**src/rtl/vec_table_ram.sv**
```systemverilog
// Vector table storage: synchronous write, combinational read, no reset so
// contents survive a mid-run reset.
module vec_table_ram #(
    parameter int unsigned Depth = 16,
    parameter int unsigned AddrW = 4,
    parameter int unsigned VecW  = 7
) (
    input  logic             clk_i,
    input  logic             we_i,
    input  logic [AddrW-1:0] waddr_i,
    input  logic [VecW-1:0]  wdata_i,
    input  logic [AddrW-1:0] raddr_i,
    output logic [VecW-1:0]  rdata_o
);

    logic [VecW-1:0] mem [Depth];

    always_ff @(posedge clk_i) begin
        if (we_i) mem[waddr_i] <= wdata_i;
    end

    assign rdata_o = mem[raddr_i];

endmodule

```
**config.mk**
```make
export PLATFORM = sky130hd
export DESIGN_NAME = vec_table_ram
export DESIGN_NICKNAME = d
export VERILOG_FILES = /design/src/rtl/vec_table_ram.sv
export SDC_FILE = /design/constraint.sdc
export NUM_CORES = 1
export LEC_CHECK = 0
export ABC_CLOCK_PERIOD_IN_PS = 3700
export BUFFER_PORTS_ARGS = -buffer_cell sky130_fd_sc_hd__buf_2
export CORE_AREA = 2 2 92 94
export CTS_CLUSTER_SIZE = 8
export DETAILED_ROUTE_END_ITERATION = 16
export DIE_AREA = 0 0 94 96
export PLACE_DENSITY_LB_ADDON = 0.15
export SLEW_MARGIN = 20
export SYNTH_ARGS = -nofsm -noshare
export SYNTH_HDL_FRONTEND = slang
export SYNTH_SLANG_ARGS = --single-unit
```
**constraint.sdc**
```tcl
create_clock -name clk_i -period 3.7 [get_ports clk_i]
set_input_delay 0.74 -clock clk_i [delete_from_list [all_inputs] [get_ports clk_i]]
set_output_delay 0.74 -clock clk_i [all_outputs]
set_load 0.03 [all_outputs]
```
==> impl_metrics.py <==
metrics = {
    "worst_hold_path": {
        "hold_end": "mem[9][0]",
        "hold_path.class": "in -> reg",
        "hp-start": "wdata_i[0]",
        "holdPathStages": 1,
    },
    "pwr": {
        "power_switching_mw": 0.474,
        "comb_power_share": 0.069,
        "p_per_area_nw_per_um2": 458,
        "swShare": 0.216,
        "p_clk_frac": 0.280,
        "p_seq_frac": 0.651,
        "ir_drop_mv": 0.249,
        "p_leak_nw": 1.56,
        "p_int_mw": 1.72,
        "power.total_mw": 2.19,
    },
    "clock_tree": {
        "clock_path_buffers": 2,
        "clockRootBuffer": "clkbuf_8",
        "hold_buffers": 0,
        "cts_max_level": 3,
        "cts_resized": 0,
        "clock_sinks": 112,
        "post_cts_buffers": 0,
        "numCtsBuffers": 9,
        "cts_tree": "built",
        "clk_pin_slew_ns": 0.10,
    },
    "sta": {
        "fin_setup_tns_ns": 0,
        "rsz0062_at_grt": "false",
        "setup_viol": 0,
        "final.min_clock_period_ns": 3.23,
        "tightest_slew_ns": 0.815,
        "min_period_over_period": 0.872,
        "final_hold_viol_count": 0,
        "finalMaxSlewViolations": 0,
        "slew_headroom": 0.455,
        "fmax_ghz": 0.310,
    },
    "drt": {
        "initialDrtViolationCount": 165,
        "route.antenna.remaining_nets": 0,
        "viasPerCell": 6.08,
        "drcViolationCount": 0,
        "routed_wl_um": 8150,
        "wire_per_inst_um": 24.2,
        "firstDrtPassIters": 4,
        "vias": 2049,
    },
    "run": {
        "drv_cap": 0,
    },
    "global_routing": {
        "antenna_found_initial": 0,
        "first_global_vias": 2121,
        "grt_pass1_wl_um": 12100,
        "grt_use_total": 0.193,
        "grt_overflow": 0,
        "grt_max_degree": 29,
    },
    "finish": {
        "final_nets": 244,
        "layout_common_cells": "edfxtp_1 (112), buf_2 (23), mux4_1 (17)",
        "diodes": 0,
        "n_fill_cell": 594,
        "drive_above_1_share": 0.233,
        "final_common_cell": "edfxtp_1",
        "top_register": "mem",
        "area_growth_pct": 8.92,
        "final_cells": 337,
        "largest_register_ffs": 112,
        "design_area_um2": 4780,
        "top_regs": "mem x112",
    },
    "run_status": {
        "status": "finished clean",
    },
    "critical_path": {
        "worstPathMaxFanout": 16,
        "arrival_ns": 2.49,
        "cp-end-kind": "output port",
        "start_kind": "input pin",
        "path_class": "in -> out",
        "cp.required_ns": 2.96,
    },
    "floorplan": {
        "boundaryPins": 24,
        "die_area_um2": 9020,
        "die_w_um": 94,
        "start_util": 0.545,
        "core_um2": 8050,
        "fp-row-count": 33,
        "die_y_um": 96,
    },
    "yosys": {
        "syn_inst": 196,
        "ys_types": 18,
        "postSynthAreaPerCell_um2": 22.4,
        "synth_seq_area_share": 0.766,
        "synth_warnings": 0,
        "ys_seq_elements": 112,
        "syn_nets": 213,
        "synth.cell_area_um2": 4390,
    },
    "placed_design": {
        "port_buffers": 23,
        "routabilityCongestion": 0.783,
        "placed_cells": 321,
        "dpl_cell_area_um2": 4620,
        "dp.final_hpwl_um": 5350,
    },
}
## cells in the mapped netlist (all sizes together)
cell type  number  area share
nor2           13       0.011
or3b            1      0.0020
nand2           8      0.0068
nand3           1      0.0011
clkbuf          2      0.0017
and2            1      0.0014
nor2b           2      0.0028
edfxtp        112        0.77
nand2b          2      0.0028
nand3b          2      0.0034
mux4           28        0.16
buf             6       0.014
nor3            4      0.0046
a22oi          14       0.024
## how the worst max path moves through the flow
stage / from / endpoint / slack (ns) / cells past startpoint
2_1_floorplan: raddr_i[0] / rdata_o[1] / 1.04 / 5
3_3_place_gp: raddr_i[0] / rdata_o[3] / 0.48 / 6
3_5_place_dp: raddr_i[0] / rdata_o[3] / 0.47 / 6
4_1_cts: raddr_i[0] / rdata_o[3] / 0.47 / 6
5_1_grt: raddr_i[0] / rdata_o[6] / 0.39 / 6
6_report: raddr_i[0] / rdata_o[3] / 0.47 / 6
## layout make-up
cell class                      count  area, um^2  share of cell area
Sequential cell                   112        3360               0.703
Multi-Input combinational cell     76         958               0.200
Timing Repair Buffer               28         165              0.0345
Tap cell                          105         131              0.0275
Clock buffer                       10         128              0.0267
Clock inverter                      6        36.3             0.00759
## through the flow
stage / worst slack [ns] / hold slack [ns] / utilization
final: 0.475 / 0.758 / 0.594
after global routing: 0.386 / 0.764 / 0.594
after CTS: 0.467 / 0.752 / 0.594
after detailed placement: 0.467 / 1.14 / 0.574
after global placement: 0.483 / 1.12 / 0.574
after floorplan: 1.04 / 0.839 / -
## cell families after synthesis
logic type | Yosys count | synth area share
AOI/OAI and AO/OA | 14 | 0.0239
and+or+nand+nor | 34 | 0.0362
buffers and inverters | 8 | 0.0157
muxes | 28 | 0.158
DFF | 112 | 0.766
## power by group through the flow
stage / combinational [mW] / clock (mW) / sequential (mW)
3_5_place_dp: 0.152 / 0 / 1.46
2_1_floorplan: 0.0959 / 0 / 1.45
4_1_cts: 0.153 / 0.624 / 1.43
6_report: 0.152 / 0.614 / 1.43
5_1_grt: 0.161 / 0.666 / 1.43
3_3_place_gp: 0.147 / 0 / 1.45
## layer usage
layer  wire (um)  vias to the layer above  part of all wire  GRT usage
met1        3410                     1071              0.42      0.254
met5           0                        -                 0          0
met3         401                       13             0.049     0.0345
met4         122                        0             0.015     0.0737
met2        4210                       66              0.52      0.325
li1            -                      899                 -          -
## critical path, stage by stage
cell	delay (ns)
buf_2	0.37
buf_12	0.23
mux4_1	0.57
a22oi_1	0.27
nand2_1	0.10
buf_2	0.18
Note: power is estimated with default switching activity, not from simulation.
